File: config.mk
export PLATFORM = sky130hd
export DESIGN_NAME = clause_credit_scheduler
export DESIGN_NICKNAME = d
export VERILOG_FILES = /design/src/rtl/clause_credit_scheduler.sv
export SDC_FILE = /design/constraint.sdc
export NUM_CORES = 1
export LEC_CHECK = 0
export BUFFER_PORTS_ARGS = -buffer_cell sky130_fd_sc_hd__buf_4
export CAP_MARGIN = 20
export CORE_MARGIN = 8
export CORE_UTILIZATION = 51
export DETAILED_ROUTE_END_ITERATION = 10
export GPL_TIMING_DRIVEN = 1
export MAX_ROUTING_LAYER = met4
export PLACE_DENSITY = 0.89
export SYNTH_ARGS = -nofsm -noshare
export SYNTH_HDL_FRONTEND = slang
export SYNTH_SLANG_ARGS = --single-unit
File: constraint.sdc
create_clock -name clock -period 4 [get_ports clock]
set_input_delay 0.2 -clock clock [delete_from_list [all_inputs] [get_ports clock]]
set_output_delay 0.2 -clock clock [all_outputs]
set_load 0.02 [all_outputs]
File: src/rtl/clause_credit_scheduler.sv
// clause_credit_scheduler: credit-based round-robin dispatch of clauses into NUM_ENGINE engine queues.
// Optional unit-clause broadcast to all engines is built in when CCS_UC_BROADCAST_EN is defined.
//
// state | meaning
// IDLE  | waiting for start_in
// RUN   | dispatching clauses while any engine has credit
// DRAIN | final clause taken, waiting for every credit to come back
module clause_credit_scheduler #(
    parameter int NUM_ENGINE   = 4,
    parameter int CLA_WIDTH    = 33,
    parameter int CREDIT_DEPTH = 8
) (
    input  logic                            clock,
    input  logic                            reset,
    input  logic                            start_in,
    input  logic                            clause_valid_in,
    input  logic [CLA_WIDTH-1:0]            clause_in,
    input  logic                            last_in,
    output logic                            clause_ready_out,
    input  logic [NUM_ENGINE-1:0]           credit_return_in,
`ifdef CCS_UC_BROADCAST_EN
    input  logic                            uc_valid_in,
    input  logic [CLA_WIDTH-1:0]            uc_in,
    output logic                            uc_ready_out,
`endif
    output logic [NUM_ENGINE*CLA_WIDTH-1:0] clause_out,
    output logic [NUM_ENGINE-1:0]           grant_out,
    output logic                            busy_out,
    output logic                            done_out,
    output logic                            err_out
);

    localparam int CW = $clog2(CREDIT_DEPTH) + 1;
    localparam int PW = (NUM_ENGINE > 1) ? $clog2(NUM_ENGINE) : 1;
    localparam logic [CW-1:0] FULL = CW'(CREDIT_DEPTH);

    typedef enum logic [1:0] {IDLE, RUN, DRAIN} state_t;

    state_t                state, state_nxt;
    logic [CW-1:0]         cred     [NUM_ENGINE];
    logic [CW-1:0]         cred_nxt [NUM_ENGINE];
    logic [PW-1:0]         ptr, tgt, sel;
    logic [NUM_ENGINE-1:0] give, sat;
    logic [CLA_WIDTH-1:0]  wdata;
    logic                  any_cred, all_full_nxt, accept, bcast, uc_block, done_nxt;

`ifdef CCS_UC_BROADCAST_EN
    logic all_cred;

    always_comb begin
        all_cred = 1'b1;
        for (int i = 0; i < NUM_ENGINE; i++) begin
            if (cred[i] == '0) all_cred = 1'b0;
        end
    end

    assign uc_ready_out = (state != IDLE) && all_cred;
    assign bcast        = uc_valid_in && uc_ready_out;
    assign uc_block     = uc_valid_in;
    assign wdata        = bcast ? uc_in : clause_in;
`else
    assign bcast    = 1'b0;
    assign uc_block = 1'b0;
    assign wdata    = clause_in;
`endif

    always_comb begin
        any_cred = 1'b0;
        for (int i = 0; i < NUM_ENGINE; i++) begin
            if (cred[i] != '0) any_cred = 1'b1;
        end
    end

    // Walk downward so the last hit written is the nearest engine above the pointer.
    always_comb begin
        tgt = '0;
        sel = '0;
        for (int k = NUM_ENGINE - 1; k >= 0; k--) begin
            sel = PW'((int'(ptr) + k) % NUM_ENGINE);
            if (cred[sel] != '0) tgt = sel;
        end
    end

    assign accept = clause_valid_in && clause_ready_out;

    always_comb begin
        give = '0;
        if (bcast) give = '1;
        else if (accept) give[tgt] = 1'b1;
    end

    always_comb begin
        all_full_nxt = 1'b1;
        for (int i = 0; i < NUM_ENGINE; i++) begin
            cred_nxt[i] = cred[i];
            sat[i]      = 1'b0;
            if (give[i] && !credit_return_in[i]) begin
                cred_nxt[i] = cred[i] - CW'(1);
            end else if (!give[i] && credit_return_in[i]) begin
                if (cred[i] == FULL) sat[i] = 1'b1;
                else cred_nxt[i] = cred[i] + CW'(1);
            end
            if (cred_nxt[i] != FULL) all_full_nxt = 1'b0;
        end
    end

    always_ff @(posedge clock) begin
        if (reset) state <= IDLE;
        else state <= state_nxt;
    end

    always_comb begin
        state_nxt = state;
        case (state)
            IDLE:    if (start_in) state_nxt = RUN;
            RUN:     if (accept && last_in) state_nxt = DRAIN;
            DRAIN:   if (all_full_nxt) state_nxt = IDLE;
            default: state_nxt = IDLE;
        endcase
    end

    always_comb begin
        busy_out         = (state != IDLE);
        clause_ready_out = (state == RUN) && any_cred && !uc_block;
        done_nxt         = (state == DRAIN) && all_full_nxt;
    end

    always_ff @(posedge clock) begin
        if (reset) begin
            for (int i = 0; i < NUM_ENGINE; i++) cred[i] <= FULL;
            ptr        <= '0;
            grant_out  <= '0;
            clause_out <= '0;
            done_out   <= 1'b0;
            err_out    <= 1'b0;
        end else begin
            for (int i = 0; i < NUM_ENGINE; i++) begin
                cred[i] <= cred_nxt[i];
                if (give[i]) clause_out[i*CLA_WIDTH +: CLA_WIDTH] <= wdata;
            end
            grant_out <= give;
            done_out  <= done_nxt;
            if (|sat) err_out <= 1'b1;
            if (accept) ptr <= (tgt == PW'(NUM_ENGINE - 1)) ? '0 : tgt + PW'(1);
        end
    end

endmodule
After elaboration in Yosys (flattened, before gate mapping) --
Memory sizes are Yosys's and may differ from the RTL's. A register that Yosys moved wholly into a read port is not among the register bits. Cells that the tools add are included.
Word-level totals: flip-flop bits (word level) 142, bits in writable memories 16, input port bits 42, output and inout port bits 140, logic and storage cells 128, memories 1
Memory list:
- cred | depth 4, width 4, rd ports 8, clocked after Yosys merged registers in 1, wr ports 4, line 40 | logic [CW-1:0] cred [NUM_ENGINE];
Cells by class: $add $sub $neg 12, order comparisons 2, equality and inequality tests 14, muxes and demuxes 53, bitwise gates (word level) 4, reductions and logical operators 33
Operators with widths (count):
- $mux W4 | 17
- $reduce_bool A4 Y1 | 8
- $mux W1 | 24
- $mux W2 | 10
- $add A4 B1 Y4 const B | 4
- $eq A4 B4 Y1 const B | 4
- $ne A4 B4 Y1 const B | 4
- $sub A4 B1 Y4 const B | 4
- $logic_and A1 B1 Y1 | 13
- $logic_not A1 Y1 | 8
- $ne A2 B2 Y1 const B | 3
- $pmux W2 S3 | 1
- $add A2 B1 Y2 const B | 2
- $add A2 B2 Y2 const B | 2
- $eq A2 B2 Y1 const B | 2
- $or A1 B1 Y1 | 4
- $reduce_or A4 Y1 | 1
- $lt A2 B3 Y1 const B | 1
- $reduce_and A3 Y1 | 1
- $demux W1 S2 | 1
- $eq A2 B1 Y1 const B | 1
- $ge A2 B1 Y1 const B | 1
- $logic_not A2 Y1 | 1
- $reduce_bool A2 Y1 | 1

Logic depth before layout (Yosys ltp) --
An unclocked memory read counts as a cell.
depth in word-level cells 23, gate-level depth with buffers 16, gate-level depth less buffers 14

Worst setup path before layout --
Ideal clock, no wire load.
path kind reg-to-reg, from memory cred[1][2] in the netlist's numbering, to register done_out, arrival time 3225 ps, required time 3912 ps, slack 687 ps, stages on the path, launching flop included 16, clock period less this slack 3313 ps, cell sequence dfxtp_1 clkbuf_1 nor4_1 mux4_2 a21oi_1 a31oi_1 inv_1 ha_1 nand4b_1 a31o_2 clkbuf_1 or3_1 o311a_1 nand4_1 or2_1 nor4_2
RTL lines:
- start: declaration | line 40
- end signal: assignment | line 142 | done_out <= done_nxt;
- end: declaration | line 29 | output logic done_out,

==> flow_summary.json <==
{
  "status": "completed",
  "cp_slowest_cell": "a311oi_1",
  "clock.fmax_ghz": 0.270,
  "globalRoute.totalOverflow": 0,
  "vias": 6402,
  "synthToLayoutAreaGrowth_pct": 33.2,
  "p_switching_mw": 1.18,
  "cts_root_buf": "clkbuf_16",
  "hold_class": "primary input to flip-flop",
  "path_clk_slew_ns": 0.06,
  "ioPinCount": 182,
  "synth_commonest_cells": "279 x nand2_1, 160 x dfxtp_1, 142 x a21oi_1",
  "hold_ws_ns": 0.0454,
  "wl_microns": 20600,
  "worstPathArrival_ns": 4.04,
  "min_period_ns": 3.71,
  "viasPerCell": 5.51,
  "use_met2": 0.409,
  "cts.sinks": 160,
  "start_util": 0.516,
  "h-tree-depth": 4,
  "crit_top_cell": "a32oi_1",
  "synth_ff_type": "dfxtp_1",
  "dr.pass1.iters": 5,
  "grt_use_met3": 0.0836,
  "critPathMaxFanout": 4,
  "grt_max_degree": 95,
  "cellLeakagePower_nw": 3.43,
  "routedWlPerCell_microns": 17.8,
  "max_stage_delay_ns": 0.49,
  "seq_power_share": 0.421,
  "drt_iter0_markers": 531,
  "syn_nets": 869,
  "grt_use_met1": 0.293,
  "insertedDiodeCount": 0,
  "grt.busiest_layer": "met2",
  "syn_area_per_cell_sq_um": 7.96,
  "async_reset_ff_frac": 0,
  "synthCells": 812,
  "insertion_delay_ns": 0.42,
  "nets": 1034,
  "slew_headroom": 0.338,
  "finalSetupViolCount": 0,
  "ys_top_cells_by_area": "dfxtp_1 50%, nand2_1 16%, a21oi_1 11%, ha_1 2.9%, clkbuf_1 2.5%",
  "slew_violations": 0,
  "drive_gt1_frac": 0.251,
  "rsz0062_at_grt": "false",
  "hold_buffers": 0,
  "totalNegativeSetupSlack_ns": 0,
  "criticalPathCategory": "flip-flop to flip-flop",
  "yosys.area.top_type_share": 0.496,
  "synth_seq_area_share": 0.496,
  "post-route-drc-count": 0,
  "yosysMostFrequentCell": "nand2_1",
  "clockBufferDepth": 2,
  "ant_nets": 0,
  "grt_antenna_before_repair": 0,
  "grt_pass1_wl_microns": 32200,
  "synth_top_cell_by_area": "dfxtp_1",
  "synth.ff_latch_count": 160,
  "yosysWarnings": 0,
  "grt_pass1_vias": 6321,
  "post-route-period-util": 0.927,
  "maxCapViolCount": 0,
  "start_kind": "flip-flop",
  "hold_viol_final": 0,
  "core_sq_mm": 0.0125,
  "endpoint_kind": "flip-flop",
  "p_comb_frac": 0.181,
  "clock_skew_ns": 0.00876,
  "die_w_microns": 129,
  "cts_made_buffers": 17,
  "place_congestion": 0.895,
  "swShare": 0.291,
  "syn-cell-area_sq_mm": 0.00646,
  "synth_edf_count": 0,
  "grt.total_usage": 0.255,
  "port_buffers": 181,
  "p_int_mw": 2.87,
  "critical_path_required_ns": 4.34,
  "worst_pin_slew_ns": 0.992,
  "rows": 41,
  "pwr_density_cell_mw_per_mm2": 471,
  "dp_hpwl_microns": 14100,
  "yosysUniqueCellTypes": 56,
  "cts_tree": "built",
  "clock_power_share": 0.398,
  "worstPathCellList": "or3_1 -> or2_2 -> a32oi_1 -> a21oi_1 -> a31oi_1 -> ha_1 -> nand4b_1 -> a311oi_1 -> a32oi_1 -> o2bb2ai_1 -> nand4_1 -> or2_1 -> nor4_2",
  "die_h_microns": 129,
  "irDropWorstVdd_mv": 0.385,
  "die_area_sq_mm": 0.0165
}
state kept, by name, indices dropped and copies added, names as in the netlist, named ones only:
| register | cells |
|---|---|
| cred | 16 |
| done_out | 1 |
| clause_out | 132 |
| err_out | 1 |
| ptr | 2 |
| state | 2 |
| grant_out | 4 |
kinds of logic (layout without fill, tap and decap cells):
| kind of cell | count (synthesis) | in the layout | share of synthesized area |
|---|---|---|---|
| multiplexers | 9 | 9 | 0.0159 |
| XOR/XNOR | 7 | 7 | 0.00949 |
| AO/OA/AOI/OAI | 188 | 188 | 0.166 |
| adder cells (fa/ha/maj) | 15 | 15 | 0.0290 |
| AND/OR/NAND/NOR | 365 | 365 | 0.242 |
| buffers and inverters | 68 | 246 | 0.0412 |
| flip-flops | 160 | 160 | 0.496 |
layout by cell type (no fill, tap or decap), drive strengths merged, types with 3 or more instances in the layout:
| cell type | count |
|---|---|
| xnor2 | 4 |
| dfxtp | 160 |
| clkbuf | 19 |
| a31oi | 5 |
| a32oi | 3 |
| clkinv | 4 |
| mux2i | 8 |
| nand4b | 3 |
| nand3b | 5 |
| or2 | 8 |
| nand2 | 279 |
| nor3 | 10 |
| nor4 | 5 |
| o311a | 3 |
| a21oi | 142 |
| nand3 | 4 |
| nand4 | 7 |
| nor2 | 21 |
| or3 | 3 |
| clkinvlp | 3 |
| buf | 198 |
| nand2b | 3 |
| nor2b | 4 |
| o21ai | 10 |
| inv | 20 |
| xor2 | 3 |
| ha | 15 |
| or4 | 4 |
worst max-delay path, delay by kind of cell, from the launching register on:
| kind | cells | cell delay [ns] |
|---|---|---|
| simple gates | 6 | 1.54 |
| compound gates | 6 | 1.52 |
| flops | 1 | 0.34 |
| fa+ha+maj | 1 | 0.22 |
metrics by stage:
stage          setup WS (ns)  total power [mW]  cell area [sq um]   util  std cells
2_1_floorplan          0.687              2.19               6460      -        812
3_3_place_gp           0.465              2.46               8010  0.640       1130
3_5_place_dp           0.350              2.46               8010  0.640       1130
4_1_cts                0.266              4.07               8600  0.687       1162
5_1_grt              0.00991              4.22               8610  0.688       1162
6_report               0.293              4.06               8610  0.688       1162
cell type report:
type | instances | area (sq um)
clock inverters | 13 | 151
clock buffers | 19 | 443
inverters | 16 | 60.1
multi-input cells | 584 | 3050
repair buffers | 198 | 1490
flip-flops and latches | 160 | 3200
fillers | 1041 | 3910
well taps | 172 | 215
what timing repair did:
action                     in CTS  in global routing
setup buffers                   0                  0
setup endpoints to repair       0                  1
gates resized for setup         0                  1
final timing paths:
path	from	to	slack (ns)	cells after the start
min	clause_in[17]	clause_out[116]	0.05	3
max	cred[2][0]	done_out	0.29	13
max reg2reg	cred[2][0]	done_out	0.29	13
min reg2reg	clause_out[54]	clause_out[54]	0.45	2
metal layers:
| layer | wire length (microns) | vias to the layer above |
|---|---|---|
| li1 | - | 3070 |
| met1 | 8260 | 3007 |
| met2 | 9970 | 291 |
| met3 | 1990 | 34 |
| met4 | 416 | 0 |
| met5 | 0 | - |
power by group through the flow:
stage / clock network [mW] / logic (mW) / registers (mW)
6_report: 1.61 / 0.735 / 1.71
5_1_grt: 1.71 / 0.800 / 1.72
4_1_cts: 1.63 / 0.731 / 1.71
3_5_place_dp: 0 / 0.724 / 1.74
3_3_place_gp: 0 / 0.720 / 1.74
2_1_floorplan: 0 / 0.434 / 1.76
(Power assumes the default switching activity.)
